**src/rtl/xbar_onehot_cmd_gen_seq_pkg.sv**
```systemverilog
// Shared sizing and one-hot command helpers for the one-hot sequential crossbar initiator.
package xbar_onehot_cmd_gen_seq_pkg;

  localparam int unsigned NUM_INPUT_DATA  = 8;
  localparam int unsigned NUM_OUTPUT_DATA = 8;
  localparam int unsigned DEST_WIDTH      = $clog2(NUM_OUTPUT_DATA);
  localparam int unsigned PTR_WIDTH       = $clog2(NUM_INPUT_DATA);
  localparam int unsigned CMD_WIDTH       = NUM_INPUT_DATA * NUM_OUTPUT_DATA;
  localparam int unsigned CNT_WIDTH       = 16;

  typedef logic [DEST_WIDTH-1:0]      dest_t;
  typedef logic [NUM_OUTPUT_DATA-1:0] cmd_row_t;

  // One command row: bit j set routes this source to crossbar output j.
  function automatic cmd_row_t onehot_row(input dest_t dest);
    onehot_row       = '0;
    onehot_row[dest] = 1'b1;
  endfunction

endpackage

```
**src/rtl/xbar_onehot_cmd_gen_seq_if.sv**
```systemverilog
// Request and issue buses between the sources, the command generator and the crossbar.
interface xbar_onehot_cmd_gen_seq_if
  import xbar_onehot_cmd_gen_seq_pkg::*;
#(
  parameter int unsigned DATA_WIDTH = 32
);

  logic [NUM_INPUT_DATA-1:0]            i_req_valid;
  logic [NUM_INPUT_DATA*DEST_WIDTH-1:0] i_req_dest;
  logic [NUM_INPUT_DATA*DATA_WIDTH-1:0] i_req_data;
  logic [NUM_INPUT_DATA-1:0]            o_req_ready;
  logic [NUM_INPUT_DATA-1:0]            o_valid;
  logic [NUM_INPUT_DATA*DATA_WIDTH-1:0] o_data_bus;
  logic [CMD_WIDTH-1:0]                 o_cmd;

  modport master (
    output i_req_valid, i_req_dest, i_req_data,
    input  o_req_ready, o_valid, o_data_bus, o_cmd
  );

  modport slave (
    input  i_req_valid, i_req_dest, i_req_data,
    output o_req_ready, o_valid, o_data_bus, o_cmd
  );

endinterface

```
**src/rtl/xbar_onehot_cmd_gen_seq_rr_arbiter_seq.sv**
```systemverilog
// Round-robin arbiter for one crossbar output; the pointer moves past each winner.
module xbar_onehot_cmd_gen_seq_rr_arbiter_seq
  import xbar_onehot_cmd_gen_seq_pkg::*;
(
  input  logic                      clk,
  input  logic                      rst,
  input  logic                      i_upd_en,
  input  logic [NUM_INPUT_DATA-1:0] i_req,
  output logic [NUM_INPUT_DATA-1:0] o_gnt_c
);

  logic [PTR_WIDTH-1:0] r_ptr;
  logic [PTR_WIDTH-1:0] w_idx;
  logic [PTR_WIDTH-1:0] w_win;
  logic                 w_found;

  // Scan from the pointer upward; the index wraps naturally since the source count is a power of 2.
  always_comb begin
    o_gnt_c = '0;
    w_found = 1'b0;
    w_win   = r_ptr;
    w_idx   = r_ptr;
    for (int unsigned n = 0; n < NUM_INPUT_DATA; n++) begin
      w_idx = r_ptr + PTR_WIDTH'(n);
      if (!w_found && i_req[w_idx]) begin
        w_found        = 1'b1;
        w_win          = w_idx;
        o_gnt_c[w_idx] = 1'b1;
      end
    end
  end

  always_ff @(posedge clk or negedge rst) begin
    if (!rst) begin
      r_ptr <= '0;
    end else if (i_upd_en && w_found) begin
      r_ptr <= w_win + PTR_WIDTH'(1);
    end
  end

endmodule

```
**src/rtl/xbar_onehot_cmd_gen_seq.sv**
```systemverilog
// Initiator front end: decodes per-source destinations, arbitrates per output and
// issues registered valid/data/one-hot command buses for the one-hot sequential crossbar.
module xbar_onehot_cmd_gen_seq
  import xbar_onehot_cmd_gen_seq_pkg::*;
#(
  parameter int unsigned DATA_WIDTH = 32
)
(
  input  logic                         clk,
  input  logic                         rst,
  input  logic                         i_en,
  xbar_onehot_cmd_gen_seq_if.slave     bus,
  output logic                         o_en,
  output logic [CNT_WIDTH-1:0]         o_grant_cnt
);

  localparam int unsigned SUM_WIDTH = CNT_WIDTH + 1;

  dest_t                                w_dest    [NUM_INPUT_DATA];
  logic [NUM_INPUT_DATA-1:0]            w_req_mat [NUM_OUTPUT_DATA];
  logic [NUM_INPUT_DATA-1:0]            w_gnt     [NUM_OUTPUT_DATA];
  logic [NUM_INPUT_DATA-1:0]            w_ready;
  logic [NUM_INPUT_DATA*DATA_WIDTH-1:0] w_data_nxt;
  logic [CMD_WIDTH-1:0]                 w_cmd_nxt;
  logic [SUM_WIDTH-1:0]                 w_cnt_sum;
  logic [CNT_WIDTH-1:0]                 w_cnt_nxt;

  logic [NUM_INPUT_DATA-1:0]            r_valid;
  logic [NUM_INPUT_DATA*DATA_WIDTH-1:0] r_data;
  logic [CMD_WIDTH-1:0]                 r_cmd;
  logic                                 r_en;
  logic [CNT_WIDTH-1:0]                 r_cnt;

  always_comb begin
    for (int unsigned i = 0; i < NUM_INPUT_DATA; i++) begin
      w_dest[i] = bus.i_req_dest[i*DEST_WIDTH +: DEST_WIDTH];
    end
  end

  // Request matrix: row j holds every source currently targeting output j.
  always_comb begin
    for (int unsigned j = 0; j < NUM_OUTPUT_DATA; j++) begin
      w_req_mat[j] = '0;
      for (int unsigned i = 0; i < NUM_INPUT_DATA; i++) begin
        w_req_mat[j][i] = bus.i_req_valid[i] && (w_dest[i] == DEST_WIDTH'(j));
      end
    end
  end

  for (genvar j = 0; j < NUM_OUTPUT_DATA; j++) begin : g_arb
    xbar_onehot_cmd_gen_seq_rr_arbiter_seq u_arb (
      .clk      (clk),
      .rst      (rst),
      .i_upd_en (i_en),
      .i_req    (w_req_mat[j]),
      .o_gnt_c  (w_gnt[j])
    );
  end

  // A source is accepted only by the arbiter of its own destination, and never during reset.
  always_comb begin
    w_ready = '0;
    for (int unsigned i = 0; i < NUM_INPUT_DATA; i++) begin
      w_ready[i] = i_en && rst && w_gnt[w_dest[i]][i];
    end
  end

  always_comb begin
    w_data_nxt = '0;
    w_cmd_nxt  = '0;
    for (int unsigned i = 0; i < NUM_INPUT_DATA; i++) begin
      if (w_ready[i]) begin
        w_data_nxt[i*DATA_WIDTH +: DATA_WIDTH]          = bus.i_req_data[i*DATA_WIDTH +: DATA_WIDTH];
        w_cmd_nxt[i*NUM_OUTPUT_DATA +: NUM_OUTPUT_DATA] = onehot_row(w_dest[i]);
      end
    end
  end

  // Extra carry bit detects overflow so the count pins at all-ones.
  always_comb begin
    w_cnt_sum = {1'b0, r_cnt} + SUM_WIDTH'($countones(w_ready));
    w_cnt_nxt = w_cnt_sum[CNT_WIDTH] ? '1 : w_cnt_sum[CNT_WIDTH-1:0];
  end

  always_ff @(posedge clk or negedge rst) begin
    if (!rst) begin
      r_valid <= '0;
      r_data  <= '0;
      r_cmd   <= '0;
      r_en    <= 1'b0;
      r_cnt   <= '0;
    end else begin
      r_valid <= w_ready;
      r_data  <= w_data_nxt;
      r_cmd   <= w_cmd_nxt;
      r_en    <= i_en;
      r_cnt   <= w_cnt_nxt;
    end
  end

  assign bus.o_req_ready = w_ready;
  assign bus.o_valid     = r_valid;
  assign bus.o_data_bus  = r_data;
  assign bus.o_cmd       = r_cmd;
  assign o_en            = r_en;
  assign o_grant_cnt     = r_cnt;

endmodule

```
**src/flat_wrapper.sv**
```systemverilog
// flat-port wrapper written by rule: the top's interface ports become plain ports
module xbar_onehot_cmd_gen_seq_flat import xbar_onehot_cmd_gen_seq_pkg::*;
#(
  parameter int unsigned DATA_WIDTH = 32
)
  (clk, rst, i_en, o_en, o_grant_cnt, bus_i_req_valid, bus_i_req_dest, bus_i_req_data, bus_o_req_ready, bus_o_valid, bus_o_data_bus, bus_o_cmd);
  xbar_onehot_cmd_gen_seq_if #(.DATA_WIDTH(DATA_WIDTH)) bus_i ();
  input  logic clk;
  input  logic rst;
  input  logic i_en;
  output logic o_en;
  output logic [CNT_WIDTH-1:0] o_grant_cnt;
  input wire logic [$bits(bus_i.i_req_valid)-1:0] bus_i_req_valid;
  input wire logic [$bits(bus_i.i_req_dest)-1:0] bus_i_req_dest;
  input wire logic [$bits(bus_i.i_req_data)-1:0] bus_i_req_data;
  output wire logic [$bits(bus_i.o_req_ready)-1:0] bus_o_req_ready;
  output wire logic [$bits(bus_i.o_valid)-1:0] bus_o_valid;
  output wire logic [$bits(bus_i.o_data_bus)-1:0] bus_o_data_bus;
  output wire logic [$bits(bus_i.o_cmd)-1:0] bus_o_cmd;
  assign bus_i.i_req_valid = bus_i_req_valid;
  assign bus_i.i_req_dest = bus_i_req_dest;
  assign bus_i.i_req_data = bus_i_req_data;
  assign bus_o_req_ready = bus_i.o_req_ready;
  assign bus_o_valid = bus_i.o_valid;
  assign bus_o_data_bus = bus_i.o_data_bus;
  assign bus_o_cmd = bus_i.o_cmd;
  xbar_onehot_cmd_gen_seq #(.DATA_WIDTH(DATA_WIDTH)) u_core (.clk(clk), .rst(rst), .i_en(i_en), .bus(bus_i), .o_en(o_en), .o_grant_cnt(o_grant_cnt));
endmodule
```
**config.mk**
```make
export PLATFORM = sky130hd
export DESIGN_NAME = xbar_onehot_cmd_gen_seq_flat
export DESIGN_NICKNAME = d
export VERILOG_FILES = /design/src/rtl/xbar_onehot_cmd_gen_seq_pkg.sv /design/src/rtl/xbar_onehot_cmd_gen_seq_if.sv /design/src/rtl/xbar_onehot_cmd_gen_seq_rr_arbiter_seq.sv /design/src/rtl/xbar_onehot_cmd_gen_seq.sv /design/src/flat_wrapper.sv
export SDC_FILE = /design/constraint.sdc
export NUM_CORES = 1
export LEC_CHECK = 0
export CELL_PAD_IN_SITES_DETAIL_PLACEMENT = 1
export CELL_PAD_IN_SITES_GLOBAL_PLACEMENT = 1
export CORE_UTILIZATION = 40
export CTS_BUF_LIST = sky130_fd_sc_hd__clkbuf_8
export CTS_CLUSTER_DIAMETER = 150
export DETAILED_ROUTE_END_ITERATION = 10
export GPL_ROUTABILITY_DRIVEN = 0
export GPL_TIMING_DRIVEN = 0
export PLACE_DENSITY_LB_ADDON = 0.1
export SLEW_MARGIN = 20
export SYNTH_ARGS = -nofsm -noshare
export SYNTH_HDL_FRONTEND = slang
export SYNTH_SLANG_ARGS = --single-unit
```
**constraint.sdc**
```tcl
create_clock -name clk -period 20.8 [get_ports clk]
set_clock_uncertainty 0.15 [all_clocks]
set_input_delay 4.16 -clock clk [delete_from_list [all_inputs] [get_ports clk]]
set_output_delay 4.16 -clock clk [all_outputs]
set_load 0.02 [all_outputs]
```
==> flow_metrics.py, run 1 <==
metrics = {
    "status": {
        "outcome": "completed",
    },
    "clocking": {
        "cts_root_buf": "clkbuf_8",
        "cts_sinks": 369,
        "clk_path_buf_depth": 3,
        "cts_tree": "built",
        "postCtsResizedCells": 0,
        "cts_max_level": 3,
        "path_clk_slew_ns": 0.06,
        "cts-buffers-inserted": 68,
        "insertion_delay_ns": 0.68,
        "cts_hold_buf": 0,
        "post_cts_buffers": 0,
    },
    "placement": {
        "numPlacedInstances": 4165,
        "dp_hpwl_mm": 95.7,
        "dp_slack_ns": 5.61,
        "post_dp_cell_area_mm2": 0.0326,
        "io_buffers": 641,
    },
    "global_route": {
        "grt_pass1_wl_mm": 182,
        "grt_pass1_vias": 27900,
        "grt_overflow_total": 0,
        "grt_usage": 0.381,
        "antenna_found_initial": 15,
        "grt_max_degree": 83,
    },
    "layout": {
        "final_cell_area_mm2": 0.0340,
        "fin_nets": 3759,
        "drive_above_1_share": 0.0791,
        "layout_common_cells": "clkdlybuf4s50_1 (640), dfrtp_1 (369), and2_1 (249), nand2_1 (220), nor2_1 (178)",
        "areaGrowthSynthToFinish_pct": 36.1,
        "final_cells": 4298,
        "mostFrequentLayoutCell": "clkdlybuf4s50_1",
    },
    "die": {
        "die-area_mm2": 0.0634,
        "core-area_mm2": 0.0617,
        "die_w_um": 252,
        "rows": 91,
        "die_h_um": 252,
        "pin_count": 644,
        "initial_utilization": 0.405,
    },
    "synth": {
        "async_flop_share": 1.00,
        "synth_area_mm2": 0.0250,
        "synth_area_leaders": "dfrtp_1 (37%), and2_1 (6.2%), mux4_2 (5.0%), nand2_1 (3.3%), ha_1 (3.2%)",
        "synthesis.nets": 3044,
        "syn_avg_cell_area_um2": 9.31,
        "synth_top_area_frac": 0.370,
        "ys_ff_latch": 369,
        "ys_seq_area_frac": 0.370,
        "synth_enable_flop_cells": 0,
        "yosys.area.top_type": "dfrtp_1",
        "synth.distinct_cells": 94,
        "ys.flop_type": "dfrtp_1",
        "synth_cells": 2683,
        "yosys_warnings": 0,
    },
    "setup_path": {
        "r2r_end": "u_core.o_grant_cnt[11]",
        "path_class": "in -> out",
        "cp.arrival_ns": 11.13,
        "slowest_delay_ns": 0.91,
        "end_kind": "primary output",
        "path_delay_family": "buffers and inverters",
        "reg2regPathDepth": 30,
        "crit_path_start_kind": "input pin",
        "startpoint": "bus_i_req_dest[0]",
        "worstPathCellList": "clkdlybuf4s50_1 -> buf_4 -> clkbuf_1 -> nor4bb_1 -> a22o_1 -> nor3_1 -> a22oi_1 -> nor4b_1 -> a2bb2oi_1 -> o211ai_1 -> o2111ai_1 -> nor2_1 -> clkbuf_1 -> clkdlybuf4s50_1",
        "critPathSlowestCell": "nor2_1",
        "crit_buf_inv": 5,
        "reg2reg_slack_ns": 10.02,
        "cp.depth": 14,
        "worstPathRequired_ns": 16.49,
        "cp_max_fo": 12,
        "r2r-start": "u_core.g_arb[1].u_arb.r_ptr[1]",
    },
    "route": {
        "vias": 27300,
        "drt-total-wl_mm": 124,
        "drtPass1Iterations": 6,
        "viasPerCell": 6.34,
        "drtAntennaViolNets": 0,
        "drc": 0,
        "wl_per_cell_um": 28.8,
        "drt-initial-drc-count": 2999,
    },
    "sta": {
        "fmax_mhz": 64.8,
        "hold_viol": 0,
        "fin_crit_sh": 0.742,
        "rsz0062_at_grt": "no",
        "worst_pin_slew_ns": 1.20,
        "drv_slew": 0,
        "slew_headroom": 0.197,
        "final.setup.tns_ns": 0,
        "setup_ws_ns": 5.36,
        "setup_viol": 0,
        "finalCriticalPeriod_ns": 15.44,
    },
    "worst_hold_path": {
        "min_to": "u_core.o_grant_cnt[6]",
        "hp-class": "reg -> reg",
        "min_path_cells": 2,
        "hold_start": "u_core.o_grant_cnt[6]",
    },
    "power": {
        "total_power_uw": 3970,
        "p_leak_uw": 0.0140,
        "powerDensity_mw_per_mm2": 117,
        "peakVddDrop_v": 0.0000648,
    },
    "flow_run": {
        "drv_cap": 0,
    },
}
[stage by stage]
step                      hold slack (ns)   util
after floorplan                     0.486      -
after global placement              0.394  0.526
after detailed placement            0.405  0.527
after CTS                           0.425  0.550
after global routing                0.448  0.550
final                               0.425  0.551
[worst min-delay path, delay by kind of cell, from the launching register on]
kind / cells / cell delay (ns)
XOR/XNOR: 1 / 0.09
flip-flops: 1 / 0.39
AND/OR/NAND/NOR: 1 / 0.06
[final cells by class]
| cell class | instances | area, µm² |
|---|---|---|
| inverter | 68 | 255 |
| clock inverter | 37 | 208 |
| clock buffer | 86 | 1180 |
| antenna | 10 | 25.0 |
| sequential | 369 | 9230 |
| timing repair buffer | 645 | 6530 |
| fill | 7066 | 27700 |
| multi-input combinational | 2065 | 14700 |
| buffer | 181 | 756 |
| tap | 837 | 1050 |
[power by group]
| group | total (µW) | internal (µW) | switching (µW) |
|---|---|---|---|
| sequential | 849 | 787 | 62.1 |
| clock | 725 | 388 | 337 |
| combinational | 2390 | 848 | 1540 |
[cell families (layout without fill, tap and decap cells)]
kind of cell	count (synthesis)	count (layout)	share of synthesized area
flip-flops	369	369	0.370
AND/OR/NAND/NOR	1190	1190	0.275
other	0	10	0
buffers and inverters	249	1017	0.0404
XOR/XNOR	47	47	0.0165
AO/OA/AOI/OAI	623	623	0.179
multiplexers	135	135	0.0831
adder cells (fa/ha/maj)	70	70	0.0369
[cell usage after synthesis, types with 27 or more instances]
cell type	n
and4b_1	28
mux2i_1	55
and2_1	249
nand4_1	37
ha_1	64
nand2b_1	32
a21oi_1	87
buf_2	31
nand2_1	220
o21ai_0	103
nor2_1	178
nor3_1	66
xnor2_1	30
o22ai_1	50
nand3_1	81
inv_1	60
mux4_2	55
a31oi_1	32
dfrtp_1	369
nor2b_1	64
nand4b_1	27
clkbuf_1	134
[state kept, by name, summed over array words and instances (netlist names)]
name	count
u_core.bus.o_cmd	64
u_core.bus.o_data_bus	256
u_core.bus.o_valid	8
u_core.g_arb.u_arb.r_ptr	24
u_core.o_en	1
u_core.o_grant_cnt	16
[per-layer routing]
layer	track usage	vias to the layer above	routed length, µm
met5	0	-	9
met4	0.199	2	7090
met3	0.107	414	13700
met2	0.597	1874	56000
met1	0.476	13500	47200
li1	-	11500	-
[worst max-delay path by stage]
stage | to | slack [ns]
6_report | bus_o_req_ready[3] | 5.36
5_1_grt | bus_o_req_ready[3] | 5.19
4_1_cts | bus_o_req_ready[3] | 5.59
3_5_place_dp | bus_o_req_ready[3] | 5.61
3_3_place_gp | bus_o_req_ready[4] | -9.58
2_1_floorplan | bus_o_req_ready[1] | 9.02
Power figures use the tool's default switching activity.
==> run 2, diff against run 1 <==
--- a/config.mk
+++ b/config.mk
@@ -7,7 +7,7 @@
 export LEC_CHECK = 0
 export CELL_PAD_IN_SITES_DETAIL_PLACEMENT = 1
 export CELL_PAD_IN_SITES_GLOBAL_PLACEMENT = 1
-export CORE_UTILIZATION = 40
+export CORE_UTILIZATION = 35
 export CTS_BUF_LIST = sky130_fd_sc_hd__clkbuf_8
 export CTS_CLUSTER_DIAMETER = 150
 export DETAILED_ROUTE_END_ITERATION = 10
==> constraint.sdc (replaced) <==
create_clock -name clk -period 13.5 [get_ports clk]
set_clock_uncertainty 0.15 [all_clocks]
set_input_delay 2.7 -clock clk [delete_from_list [all_inputs] [get_ports clk]]
set_output_delay 2.7 -clock clk [all_outputs]
set_load 0.02 [all_outputs]
==> run 2 against run 1 <==
  * Register-to-register slack worse by 7.1 ns
  * Critical endpoint is now bus_o_req_ready[6]
  * Sequential share of layout area down 0.10 points
  * Non-clock buffer count unchanged
  * Final cell count up 2.3%
  * Die area up 14%
  * Combinational power up 54%
  * Power up 54%
  * Worst setup slack worse by 4.1 ns
  * Hold slack worse by 0.016 ns
==> flow_metrics.py, run 2 (synthesized netlist as in run 1, its figures left out) <==
metrics = {
    "status": {
        "outcome": "completed",
    },
    "global_route": {
        "met2_usage": 0.531,
        "grt_overflow_total": 0,
        "grt_max_degree": 100,
        "grt_pass1_wl_mm": 183,
        "grt_usage": 0.331,
        "busiest_layer": "met2",
        "antenna_found_initial": 8,
        "grt_pass1_vias": 27100,
        "gr-usage-met1": 0.426,
        "use_met3": 0.0827,
    },
    "setup_path": {
        "reg2reg_slack_ns": 2.87,
        "crit_path_start_kind": "input pin",
        "reg2regPathDepth": 30,
        "worstPathRequired_ns": 10.65,
        "r2r-start": "u_core.g_arb[1].u_arb.r_ptr[1]",
        "end_kind": "primary output",
        "cp.arrival_ns": 9.42,
        "path_delay_family": "buffers and inverters",
        "cp_max_fo": 12,
        "r2r_end": "u_core.o_grant_cnt[11]",
        "critPathSlowestCell": "a31oi_1",
        "slowest_delay_ns": 0.81,
        "crit_buf_inv": 5,
        "path_class": "in -> out",
        "worstPathCellList": "clkdlybuf4s50_1 -> clkbuf_1 -> nand4_1 -> mux4_2 -> clkbuf_1 -> nor3_1 -> a31oi_1 -> a211oi_1 -> o221ai_1 -> or3_1 -> a31oi_1 -> buf_2 -> clkdlybuf4s50_1",
    },
    "route": {
        "drc": 0,
        "drtAntennaViolNets": 0,
        "wl_per_cell_um": 28.0,
        "vias": 26800,
        "drt-initial-drc-count": 2980,
        "drtPass1Iterations": 6,
        "viasPerCell": 6.10,
        "drt-total-wl_mm": 123,
    },
    "clocking": {
        "cts_tree": "built",
        "path_clk_slew_ns": 0.06,
        "cts_hold_buf": 0,
        "post_cts_buffers": 0,
        "insertion_delay_ns": 0.68,
        "cts_max_level": 3,
        "clk_path_buf_depth": 3,
        "postCtsResizedCells": 0,
        "cts-buffers-inserted": 69,
        "cts_root_buf": "clkbuf_8",
        "cts_sinks": 369,
    },
    "flow_run": {
        "drv_cap": 0,
    },
    "worst_hold_path": {
        "min_to": "u_core.o_grant_cnt[6]",
        "hold_start": "u_core.o_grant_cnt[6]",
        "min_path_cells": 2,
        "hp-class": "reg -> reg",
    },
    "die": {
        "die-area_mm2": 0.0724,
        "die_w_um": 269,
        "initial_utilization": 0.355,
        "rows": 97,
        "core-area_mm2": 0.0703,
        "pin_count": 644,
        "die_h_um": 269,
    },
    "layout": {
        "areaGrowthSynthToFinish_pct": 36.6,
        "layout_common_cells": "clkdlybuf4s50_1 (640), dfrtp_1 (369), and2_1 (249), nand2_1 (220), nor2_1 (178)",
        "mostFrequentLayoutCell": "clkdlybuf4s50_1",
        "drive_above_1_share": 0.0803,
        "largest_reg_flops": 256,
        "fin_nets": 3760,
        "final_cell_area_mm2": 0.0341,
    },
    "power": {
        "p_leak_uw": 0.0140,
        "peakVddDrop_v": 0.0000741,
        "powerDensity_mw_per_mm2": 179,
    },
    "sta": {
        "final.setup.tns_ns": 0,
        "rsz0062_at_grt": "no",
        "setup_viol": 0,
        "fin_crit_sh": 0.909,
        "hold_viol": 0,
        "setup_ws_ns": 1.23,
        "fmax_mhz": 81.5,
        "drv_slew": 0,
        "slew_headroom": 0.242,
        "worst_pin_slew_ns": 1.12,
        "finalCriticalPeriod_ns": 12.27,
    },
    "placement": {
        "dp_hpwl_mm": 96.5,
        "io_buffers": 641,
        "dp_slack_ns": 0.917,
        "post_dp_cell_area_mm2": 0.0327,
    },
}
run 2: changes by cell type in the layout (fill, tap and decap cells not counted), sizes merged:
cell	before	now
diode	10	8
clkinvlp	0	1
clkinv	12	14
inv	92	86
clkbuf	222	223
run 2: worst reg2reg max path: cells and delay by family (launching register included):
family	cells	cell delay (ns)
AOI/OAI and AO/OA	8	2.91
and+or+nand+nor	8	2.07
adders and majority gates	6	2.40
buffers and inverters	8	2.51
DFF	1	0.42
run 2: power by group:
part	internal [µW]	total [µW]	leakage [µW]	switching (µW)
clock network	603	1120	0.000798	513
logic	1310	3680	0.00818	2380
registers	1210	1310	0.00504	95.3
total	3120	6110	0.0140	2990
run 2: stage by stage:
step           utilization  std cells  hold slack [ns]  total power, µW
2_1_floorplan            -       2683            0.486             3710
3_3_place_gp         0.463       4264            0.383             4770
3_5_place_dp         0.465       4268            0.399             4890
4_1_cts              0.485       4389            0.416             6040
5_1_grt              0.485       4392            0.440             6460
6_report             0.485       4397            0.409             6110
run 2: area by class of cell:
cell class | count | area (µm²)
Antenna cell | 8 | 20.0
Multi-Input combinational cell | 2065 | 14700
Inverter | 68 | 255
Clock inverter | 34 | 200
Timing Repair Buffer | 645 | 6530
Tap cell | 940 | 1180
Fill cell | 7955 | 36200
Clock buffer | 87 | 1200
Sequential cell | 369 | 9230
Buffer | 181 | 756
run 2: layer usage:
metal / share of wire / up-vias
met3: 0.092 / 307
met2: 0.46 / 1558
met1: 0.40 / 13400
li1: - / 11500
met4: 0.045 / 4
met5: 0.00018 / -
run 2: worst max-delay path by stage:
stage                             from                      to  slack, ns  cells past startpoint
floorplan           bus_i_req_dest[22]  u_core.o_grant_cnt[11]       3.99                     28
global placement                   rst  u_core.o_grant_cnt[11]     -14.74                     21
detailed placement   bus_i_req_dest[5]  u_core.o_grant_cnt[11]       0.92                     27
CTS                 bus_i_req_valid[4]      bus_o_req_ready[6]       1.48                     13
global route         bus_i_req_dest[0]  u_core.o_grant_cnt[11]       0.97                     28
finish              bus_i_req_valid[4]      bus_o_req_ready[6]       1.23                     13
